**src/rtl/core_pkg.sv**
```systemverilog
`default_nettype none
// ============================================================================
//  Module   : core_pkg
//  Purpose  : Encodings shared by the multicycle control FSM (mc_sequencer),
//             its ALU decoder and the RV32I DataPath: FSM state encoding,
//             opcode constants, mux-select encodings and ALU control codes.
//  Ports    : none (package)
//  Revision : 1.0 - initial release
// ============================================================================
package core_pkg;

    // FSM states. The 4-bit value appears on state_dbg. S_HALT is only
    // reachable when MC_ILLEGAL_TRAP_EN is defined; its code stays reserved
    // otherwise so that state_dbg decoding is identical in both builds.
    typedef enum logic [3:0] {
        S_FETCH    = 4'd0,
        S_DECODE   = 4'd1,
        S_MEMADR   = 4'd2,
        S_MEMREAD  = 4'd3,
        S_MEMWB    = 4'd4,
        S_MEMWRITE = 4'd5,
        S_EXECR    = 4'd6,
        S_EXECI    = 4'd7,
        S_ALUWB    = 4'd8,
        S_BRANCH   = 4'd9,
        S_JAL      = 4'd10,
        S_JALR     = 4'd11,
        S_UI       = 4'd12,
        S_JALWB    = 4'd13,
        S_HALT     = 4'd14
    } state_t;

    // Major opcodes (instr[6:0])
    localparam logic [6:0] c_op_load   = 7'b0000011;
    localparam logic [6:0] c_op_store  = 7'b0100011;
    localparam logic [6:0] c_op_rtype  = 7'b0110011;
    localparam logic [6:0] c_op_itype  = 7'b0010011;
    localparam logic [6:0] c_op_branch = 7'b1100011;
    localparam logic [6:0] c_op_jal    = 7'b1101111;
    localparam logic [6:0] c_op_jalr   = 7'b1100111;
    localparam logic [6:0] c_op_lui    = 7'b0110111;
    localparam logic [6:0] c_op_auipc  = 7'b0010111;

    // ALU operand B select
    typedef enum logic [1:0] {
        SRCB_RS2  = 2'b00,
        SRCB_IMM  = 2'b01,
        SRCB_FOUR = 2'b10
    } ALUsource_t;

    // ALU operand A select
    typedef enum logic [1:0] {
        SRCA_PC    = 2'b00,
        SRCA_OLDPC = 2'b01,
        SRCA_RS1   = 2'b10
    } ALUSrcA_t;

    // Result bus select (feeds PC and register file write data)
    typedef enum logic [1:0] {
        RES_ALUOUT    = 2'b00,
        RES_DATA      = 2'b01,
        RES_ALURESULT = 2'b10
    } ResultSource_t;

    // Immediate formats
    typedef enum logic [2:0] {
        IMM_I = 3'b000,
        IMM_S = 3'b001,
        IMM_B = 3'b010,
        IMM_U = 3'b011,
        IMM_J = 3'b100
    } IMM_t;

    // ALU operation class handed from the FSM to the ALU decoder
    typedef enum logic [1:0] {
        ALUOP_ADD   = 2'b00,
        ALUOP_SUB   = 2'b01,
        ALUOP_FUNCT = 2'b10,
        ALUOP_PASSB = 2'b11
    } ALUop_t;

    // ALU control codes understood by the DataPath ALU
    localparam logic [3:0] c_alu_add   = 4'h0;
    localparam logic [3:0] c_alu_sub   = 4'h1;
    localparam logic [3:0] c_alu_and   = 4'h2;
    localparam logic [3:0] c_alu_or    = 4'h3;
    localparam logic [3:0] c_alu_xor   = 4'h4;
    localparam logic [3:0] c_alu_slt   = 4'h5;
    localparam logic [3:0] c_alu_sltu  = 4'h6;
    localparam logic [3:0] c_alu_sll   = 4'h7;
    localparam logic [3:0] c_alu_srl   = 4'h8;
    localparam logic [3:0] c_alu_sra   = 4'h9;
    localparam logic [3:0] c_alu_passb = 4'hA;

endpackage : core_pkg
`default_nettype wire

```
**src/rtl/alu_decoder.sv**
```systemverilog
`default_nettype none
// ============================================================================
//  Module   : alu_decoder
//  Purpose  : Combinational ALU control decode. Maps an operation class
//             (add / sub / funct / passB) plus funct3/funct7b5 to alu_ctrl.
//  Ports    : alu_op   - operation class from the control FSM
//             funct3   - instr[14:12]
//             funct7b5 - instr[30]; the caller masks it for I-type ops
//                        other than SRAI so ADDI never turns into SUB
//             alu_ctrl - ALU operation code
//  Revision : 1.0 - initial release
// ============================================================================
module alu_decoder
    import core_pkg::*;
(
    input  ALUop_t      alu_op,
    input  logic [2:0]  funct3,
    input  logic        funct7b5,
    output logic [3:0]  alu_ctrl
);

    always_comb begin
        alu_ctrl = c_alu_add;
        case (alu_op)
            ALUOP_ADD:   alu_ctrl = c_alu_add;
            ALUOP_SUB:   alu_ctrl = c_alu_sub;
            ALUOP_PASSB: alu_ctrl = c_alu_passb;
            ALUOP_FUNCT: begin
                case (funct3)
                    3'b000:  alu_ctrl = funct7b5 ? c_alu_sub : c_alu_add;
                    3'b001:  alu_ctrl = c_alu_sll;
                    3'b010:  alu_ctrl = c_alu_slt;
                    3'b011:  alu_ctrl = c_alu_sltu;
                    3'b100:  alu_ctrl = c_alu_xor;
                    3'b101:  alu_ctrl = funct7b5 ? c_alu_sra : c_alu_srl;
                    3'b110:  alu_ctrl = c_alu_or;
                    default: alu_ctrl = c_alu_and;
                endcase
            end
            default:     alu_ctrl = c_alu_add;
        endcase
    end

endmodule : alu_decoder
`default_nettype wire

```
**src/rtl/mc_sequencer.sv**
```systemverilog
`default_nettype none
// ============================================================================
//  Module   : mc_sequencer
//  Purpose  : Multicycle control FSM for the RV32I core. Sequences a shared
//             instruction/data memory (with mem_ready handshake), the IR,
//             register file, ALU and PC through fetch/decode/execute/
//             memory/writeback states.
//  Config   : MC_ILLEGAL_TRAP_EN - when defined, unknown opcodes and
//             unsupported branch funct3 values park the FSM in S_HALT and
//             the extra output 'illegal' is present.
//  Params   : RESET_STATE - state loaded by rst (S_FETCH)
//             WAIT_MAX    - max mem_ready wait cycles before timeout; 0 = off
//  Ports    : clk, rst (sync, active-high)
//             opcode/funct3/funct7b5 - fields of the instruction register
//             zero      - ALU zero flag
//             mem_ready - memory completes the current access this cycle
//             mem_req, adr_src, mem_write - memory interface controls
//             ir_write, pc_write, reg_write - datapath enables
//             alu_src_a, alu_src_b, result_src, imm_src, alu_ctrl - selects
//             timeout   - sticky mem_ready wait overflow flag
//             illegal   - (MC_ILLEGAL_TRAP_EN only) FSM is halted
//             state_dbg - current state encoding
//  Revision : 1.0 - initial release
// ============================================================================
module mc_sequencer
    import core_pkg::*;
#(
    parameter state_t      RESET_STATE = S_FETCH,
    parameter int unsigned WAIT_MAX    = 0
) (
    input  logic        clk,
    input  logic        rst,
    input  logic [6:0]  opcode,
    input  logic [2:0]  funct3,
    input  logic        funct7b5,
    input  logic        zero,
    input  logic        mem_ready,
    output logic        mem_req,
    output logic        adr_src,
    output logic        mem_write,
    output logic        ir_write,
    output logic        pc_write,
    output logic        reg_write,
    output logic [1:0]  alu_src_a,
    output logic [1:0]  alu_src_b,
    output logic [1:0]  result_src,
    output logic [2:0]  imm_src,
    output logic [3:0]  alu_ctrl,
    output logic        timeout,
`ifdef MC_ILLEGAL_TRAP_EN
    output logic        illegal,
`endif
    output logic [3:0]  state_dbg
);

    // Where unsupported encodings go: trap or silently fall back to fetch.
`ifdef MC_ILLEGAL_TRAP_EN
    localparam state_t c_bad_next = S_HALT;
`else
    localparam state_t c_bad_next = S_FETCH;
`endif

    state_t        r_state;
    state_t        w_next;

    logic          w_mem_req;
    logic          w_adr_src;
    logic          w_mem_write;
    logic          w_ir_write;
    logic          w_pc_write;
    logic          w_reg_write;
    ALUSrcA_t      w_src_a;
    ALUsource_t    w_src_b;
    ResultSource_t w_res_src;
    IMM_t          w_imm_src;
    ALUop_t        w_alu_op;
    logic          w_funct7b5;

    // ------------------------------------------------------------------
    // State register
    // ------------------------------------------------------------------
    always_ff @(posedge clk) begin
        if (rst) begin
            r_state <= RESET_STATE;
        end else begin
            r_state <= w_next;
        end
    end

    // ------------------------------------------------------------------
    // Next state and Moore decode. pc_write/ir_write are the only outputs
    // qualified by inputs (mem_ready in FETCH, zero in BRANCH).
    // ------------------------------------------------------------------
    always_comb begin
        w_next      = r_state;
        w_mem_req   = 1'b0;
        w_adr_src   = 1'b0;
        w_mem_write = 1'b0;
        w_ir_write  = 1'b0;
        w_pc_write  = 1'b0;
        w_reg_write = 1'b0;
        w_src_a     = SRCA_PC;
        w_src_b     = SRCB_RS2;
        w_res_src   = RES_ALUOUT;
        w_imm_src   = IMM_I;
        w_alu_op    = ALUOP_ADD;
        w_funct7b5  = funct7b5;

        case (r_state)
            S_FETCH: begin
                // PC+4 goes straight from the ALU to the PC as the IR loads
                w_mem_req = 1'b1;
                w_src_b   = SRCB_FOUR;
                w_res_src = RES_ALURESULT;
                if (mem_ready) begin
                    w_ir_write = 1'b1;
                    w_pc_write = 1'b1;
                    w_next     = S_DECODE;
                end
            end

            S_DECODE: begin
                // Speculative branch/jump target OldPC+imm into ALUOut
                w_src_a   = SRCA_OLDPC;
                w_src_b   = SRCB_IMM;
                w_imm_src = (opcode == c_op_jal) ? IMM_J : IMM_B;
                case (opcode)
                    c_op_load,
                    c_op_store:  w_next = S_MEMADR;
                    c_op_rtype:  w_next = S_EXECR;
                    c_op_itype:  w_next = S_EXECI;
                    c_op_branch: w_next = S_BRANCH;
                    c_op_jal:    w_next = S_JAL;
                    c_op_jalr:   w_next = S_JALR;
                    c_op_lui,
                    c_op_auipc:  w_next = S_UI;
                    default:     w_next = c_bad_next;
                endcase
            end

            S_MEMADR: begin
                // opcode[5] separates store (0100011) from load (0000011)
                w_src_a   = SRCA_RS1;
                w_src_b   = SRCB_IMM;
                w_imm_src = opcode[5] ? IMM_S : IMM_I;
                w_next    = opcode[5] ? S_MEMWRITE : S_MEMREAD;
            end

            S_MEMREAD: begin
                w_mem_req = 1'b1;
                w_adr_src = 1'b1;
                if (mem_ready) begin
                    w_next = S_MEMWB;
                end
            end

            S_MEMWB: begin
                w_res_src   = RES_DATA;
                w_reg_write = 1'b1;
                w_next      = S_FETCH;
            end

            S_MEMWRITE: begin
                w_mem_req   = 1'b1;
                w_mem_write = 1'b1;
                w_adr_src   = 1'b1;
                if (mem_ready) begin
                    w_next = S_FETCH;
                end
            end

            S_EXECR: begin
                w_src_a  = SRCA_RS1;
                w_src_b  = SRCB_RS2;
                w_alu_op = ALUOP_FUNCT;
                w_next   = S_ALUWB;
            end

            S_EXECI: begin
                // instr[30] is immediate data for I-type except SRAI
                w_src_a    = SRCA_RS1;
                w_src_b    = SRCB_IMM;
                w_alu_op   = ALUOP_FUNCT;
                w_funct7b5 = funct7b5 & (funct3 == 3'b101);
                w_next     = S_ALUWB;
            end

            S_ALUWB: begin
                w_res_src   = RES_ALUOUT;
                w_reg_write = 1'b1;
                w_next      = S_FETCH;
            end

            S_BRANCH: begin
                w_src_a   = SRCA_RS1;
                w_src_b   = SRCB_RS2;
                w_alu_op  = ALUOP_SUB;
                w_imm_src = IMM_B;
                w_res_src = RES_ALUOUT;
                w_next    = S_FETCH;
                case (funct3)
                    3'b000:  w_pc_write = zero;
                    3'b001:  w_pc_write = ~zero;
                    default: w_next     = c_bad_next;
                endcase
            end

            S_JAL, S_JALWB: begin
                // Redirect PC to the target held in ALUOut while the ALU
                // forms the link address OldPC+4 for the following ALUWB.
                w_pc_write = 1'b1;
                w_res_src  = RES_ALUOUT;
                w_src_a    = SRCA_OLDPC;
                w_src_b    = SRCB_FOUR;
                w_next     = S_ALUWB;
            end

            S_JALR: begin
                w_src_a   = SRCA_RS1;
                w_src_b   = SRCB_IMM;
                w_imm_src = IMM_I;
                w_next    = S_JALWB;
            end

            S_UI: begin
                // opcode[5] separates LUI (0110111) from AUIPC (0010111)
                w_src_b   = SRCB_IMM;
                w_imm_src = IMM_U;
                if (opcode[5]) begin
                    w_src_a  = SRCA_PC;
                    w_alu_op = ALUOP_PASSB;
                end else begin
                    w_src_a  = SRCA_OLDPC;
                    w_alu_op = ALUOP_ADD;
                end
                w_next = S_ALUWB;
            end

            S_HALT: begin
                w_next = S_HALT;
            end

            default: begin
                w_next = S_FETCH;
            end
        endcase

        // Reset cycle: nothing may be enabled and every select reads zero,
        // whatever state the register currently holds.
        if (rst) begin
            w_mem_req   = 1'b0;
            w_adr_src   = 1'b0;
            w_mem_write = 1'b0;
            w_ir_write  = 1'b0;
            w_pc_write  = 1'b0;
            w_reg_write = 1'b0;
            w_src_a     = SRCA_PC;
            w_src_b     = SRCB_RS2;
            w_res_src   = RES_ALUOUT;
            w_imm_src   = IMM_I;
            w_alu_op    = ALUOP_ADD;
        end
    end

    alu_decoder u_alu_decoder (
        .alu_op   (w_alu_op),
        .funct3   (funct3),
        .funct7b5 (w_funct7b5),
        .alu_ctrl (alu_ctrl)
    );

    // ------------------------------------------------------------------
    // mem_ready wait watchdog
    // ------------------------------------------------------------------
    generate
        if (WAIT_MAX > 0) begin : g_timeout
            localparam int c_cnt_w = $clog2(WAIT_MAX + 1);

            logic [c_cnt_w-1:0] r_wait_cnt;
            logic               r_timeout;
            logic               w_waiting;

            assign w_waiting = ((r_state == S_FETCH)   ||
                                (r_state == S_MEMREAD) ||
                                (r_state == S_MEMWRITE)) && !mem_ready;

            // r_wait_cnt holds the number of low cycles already seen; the
            // flag sets on the first low cycle beyond WAIT_MAX.
            always_ff @(posedge clk) begin
                if (rst) begin
                    r_wait_cnt <= '0;
                    r_timeout  <= 1'b0;
                end else if (w_waiting) begin
                    if (r_wait_cnt == c_cnt_w'(WAIT_MAX)) begin
                        r_timeout <= 1'b1;
                    end else begin
                        r_wait_cnt <= r_wait_cnt + 1'b1;
                    end
                end else begin
                    r_wait_cnt <= '0;
                end
            end

            assign timeout = r_timeout;
        end else begin : g_no_timeout
            assign timeout = 1'b0;
        end
    endgenerate

    assign mem_req    = w_mem_req;
    assign adr_src    = w_adr_src;
    assign mem_write  = w_mem_write;
    assign ir_write   = w_ir_write;
    assign pc_write   = w_pc_write;
    assign reg_write  = w_reg_write;
    assign alu_src_a  = w_src_a;
    assign alu_src_b  = w_src_b;
    assign result_src = w_res_src;
    assign imm_src    = w_imm_src;
    assign state_dbg  = r_state;

`ifdef MC_ILLEGAL_TRAP_EN
    assign illegal = (r_state == S_HALT) && !rst;
`endif

endmodule : mc_sequencer
`default_nettype wire

```
**config.mk**
```make
export PLATFORM = sky130hd
export DESIGN_NAME = mc_sequencer
export DESIGN_NICKNAME = d
export VERILOG_FILES = /design/src/rtl/core_pkg.sv /design/src/rtl/alu_decoder.sv /design/src/rtl/mc_sequencer.sv
export SDC_FILE = /design/constraint.sdc
export NUM_CORES = 1
export LEC_CHECK = 0
export BUFFER_PORTS_ARGS = -buffer_cell sky130_fd_sc_hd__buf_4
export CAP_MARGIN = 20
export CORE_MARGIN = 8
export CORE_UTILIZATION = 42
export CTS_CLUSTER_SIZE = 12
export DETAILED_ROUTE_END_ITERATION = 16
export PLACE_DENSITY_LB_ADDON = 0.25
export SLEW_MARGIN = 20
export SYNTH_ARGS = -nofsm -noshare
export SYNTH_HDL_FRONTEND = slang
export SYNTH_HIERARCHICAL = 1
export SYNTH_SLANG_ARGS = --single-unit
```
**constraint.sdc**
```tcl
create_clock -name clk -period 1.9 [get_ports clk]
set_input_delay 0.19 -clock clk [delete_from_list [all_inputs] [get_ports clk]]
set_output_delay 0.19 -clock clk [all_outputs]
set_load 0.1 [all_outputs]
```
==> results_dict.tcl <==
set metrics [dict create \
    grt_antenna_before_repair 0 \
    grt_max_degree 18 \
    fin_area_mm2 0.00176 \
    via_per_inst 6.26 \
    ys.warnings.count 6 \
    drive_above_1_share_pct 61.1 \
    die_y_um 60.6 \
    postLayoutCoreUtil_pct 91.5 \
    fillCellCount 75 \
    synth_edf_count 0 \
    p_per_area_mw_per_mm2 337 \
    top_level_ports 39 \
    ys_seq_area_share_pct 9.57 \
    wl_per_cell_um 21.4 \
    multi_input_area_mm2 0.00101 \
    ctsHoldBuffers 0 \
    final_antenna_net_count 0 \
    final_common_cell "buf_4" \
    clock_skew_ns 0.00988 \
    period_share_pct 112 \
    gr-total-overflow 0 \
    avgSynthCellArea_um2 6.25 \
    wl_um 4530 \
    ir_worst_vdd_mv 0.348 \
    power_leakage_nw 0.679 \
    holdWs_ns 0.271 \
    syn_nets 149 \
    clk_pin_slew_ns 0.05 \
    worstHoldPathCells 2 \
    h-tree-depth 1 \
    cap_violations 0 \
    synth.top_cell.area_share_pct 9.57 \
    synthFlopType "dfxtp_1" \
    dp_hpwl_um 2440 \
    synthArstFlopShare_pct 0 \
    dpl_cell_area_mm2 0.00141 \
    fin_crit_ns 2.13 \
    crit_arrival_ns 1.94 \
    die_x_um 60.6 \
    port_buffers 37 \
    syn_inst 134 \
    cp-end-kind "primary output" \
    final_cell_mix "43 x buf_4, 14 x nor2_1, 10 x nand2_1, 8 x buf_12, 8 x buf_6" \
    cts-root-buf "clkbuf_4" \
    dr.pass1.iters 4 \
    clock_latency_ns 0.27 \
    drt_iter0_markers 76 \
    ys_seq_elements 4 \
    criticalPathCategory "register to primary output" \
    syn_to_final_growth_pct 110 \
    critPathLaunchType "register" \
    rows 16 \
    coreArea_mm2 0.00192 \
    fin_cells 212 \
    syn_area_um2 837 \
    cts_max_path_buffers 2 \
    synth.distinct_cells 47 \
    r2r_cells 4 \
    layout.nets 202 \
    grt_pass1_wl_um 5950 \
    synth_top_area_cell "dfxtp_1" \
    violations "negative setup slack" \
    status "complete, but fails checks" \
    hold_class "input port to register" \
    finalHoldViolCount 0 \
    die_area_mm2 0.00368 \
    gr-usage-all-layers_pct 21.2 \
    synth_area_leaders "dfxtp_1 9.6%, nor2_1 9.0%, a21oi_1 7.2%" \
    layout_setup_ws_ns -0.227 \
    final-seq-area_um2 95.1 \
    n_antenna_cell 0 \
    grt_pass1_vias 1258 \
    setup_viol 9 \
    post-route-drc-count 0 \
    rsz0062_at_grt "yes" \
    cts_sinks 4 \
    worstPathRequired_ns 1.71 \
    dp_cells 197 \
    largest_reg_flops 4 \
    place.gp.congestion 0.857 \
    start_util_pct 43.6 \
    via_count 1328 \
    cts_buffers 3 \
    cts_tree "done" \
    slew_viol_final 0 \
    fmax_mhz 470 \
    cp_max_fo 8 \
]
-- worst max-delay path, cell delays in order (launching register included) --
cell and delay (ns):
dfxtp_4 0.38, nor2b_4 0.15, buf_6 0.12, a21oi_4 0.05, nor4_2 0.28, buf_4 0.19, a221oi_2 0.04, mux2_4 0.28
buf_12 0.17
-- final cells by class --
| type | instances | share of cell area (%) |
|---|---|---|
| clock buffers | 3 | 1.28 |
| inverters | 3 | 0.640 |
| multi-input cells | 115 | 57.3 |
| flip-flops and latches | 4 | 5.41 |
| well taps | 27 | 1.92 |
| repair buffers | 60 | 33.4 |
-- final timing paths --
path	from	endpoint	slack [ns]
min reg2reg	state_dbg[1]$_SDFFE_PP0P_	state_dbg[2]$_SDFFE_PP0P_	0.57
max	state_dbg[0]$_SDFFE_PP0P_	alu_ctrl[0]	-0.23
min	rst	state_dbg[1]$_SDFFE_PP0P_	0.27
max reg2reg	state_dbg[2]$_SDFFE_PP0P_	state_dbg[0]$_SDFFE_PP0P_	0.08
-- per-stage QoR --
step	total power [W]	TNS [ns]	worst slack [ns]
after detailed placement	0.000407	0	0.0517
after CTS	0.000534	-0.180	-0.105
after global placement	0.000401	0	0.112
after floorplan	0.000340	-2.90	-0.566
after global routing	0.000612	-1.34	-0.299
final	0.000593	-0.786	-0.227
-- per-layer routing --
layer  vias to the layer above  wire length, um  GRT usage [%]
met4                         0              266           9.30
li1                        592                -              -
met2                        82             2310           39.4
met3                        23              256           4.24
met1                       631             1700           22.3
met5                         -                0              0
-- power breakdown --
| part | internal, W | total [W] | switching (W) |
|---|---|---|---|
| combinational | 0.000128 | 0.000376 | 0.000247 |
| sequential | 0.0000828 | 0.0000907 | 0.00000787 |
| clock | 0.0000720 | 0.000126 | 0.0000545 |
-- cells by family (layout without fill, tap and decap cells) --
kind of cell              Yosys count  in the layout  synth area share (%)
and+or+nand+nor                    70             70                  45.0
AOI/OAI and AO/OA                  40             40                  32.3
buffers and inverters              15             66                  8.22
DFF                                 4              4                  9.57
xor gates and xnor gates            3              3                  3.14
other                               1              1                 0.448
muxes                               1              1                  1.35
-- cell usage after synthesis (all sizes together) (2+ instances only) --
library cell,instances
a221oi,3
nand3b,2
dfxtp,4
a211oi,2
a22oi,2
buf,3
nor2,20
nor4,4
nor3,8
nand2,10
nor2b,6
and2,4
a21oi,12
clkbuf,9
inv,3
and3b,2
nand2b,5
nand3,3
xnor2,2
o21ai,7
-- timing repair --
| item | 4_1_cts | 5_1_grt |
|---|---|---|
| pin swaps | 3 | 5 |
| endpoints found under the setup margin | 8 | 11 |
| gates resized for setup | 21 | 35 |
| cloned | 0 | 0 |
| buffers inserted | 5 | 7 |
No activity file was read; power rests on OpenSTA's default activity.
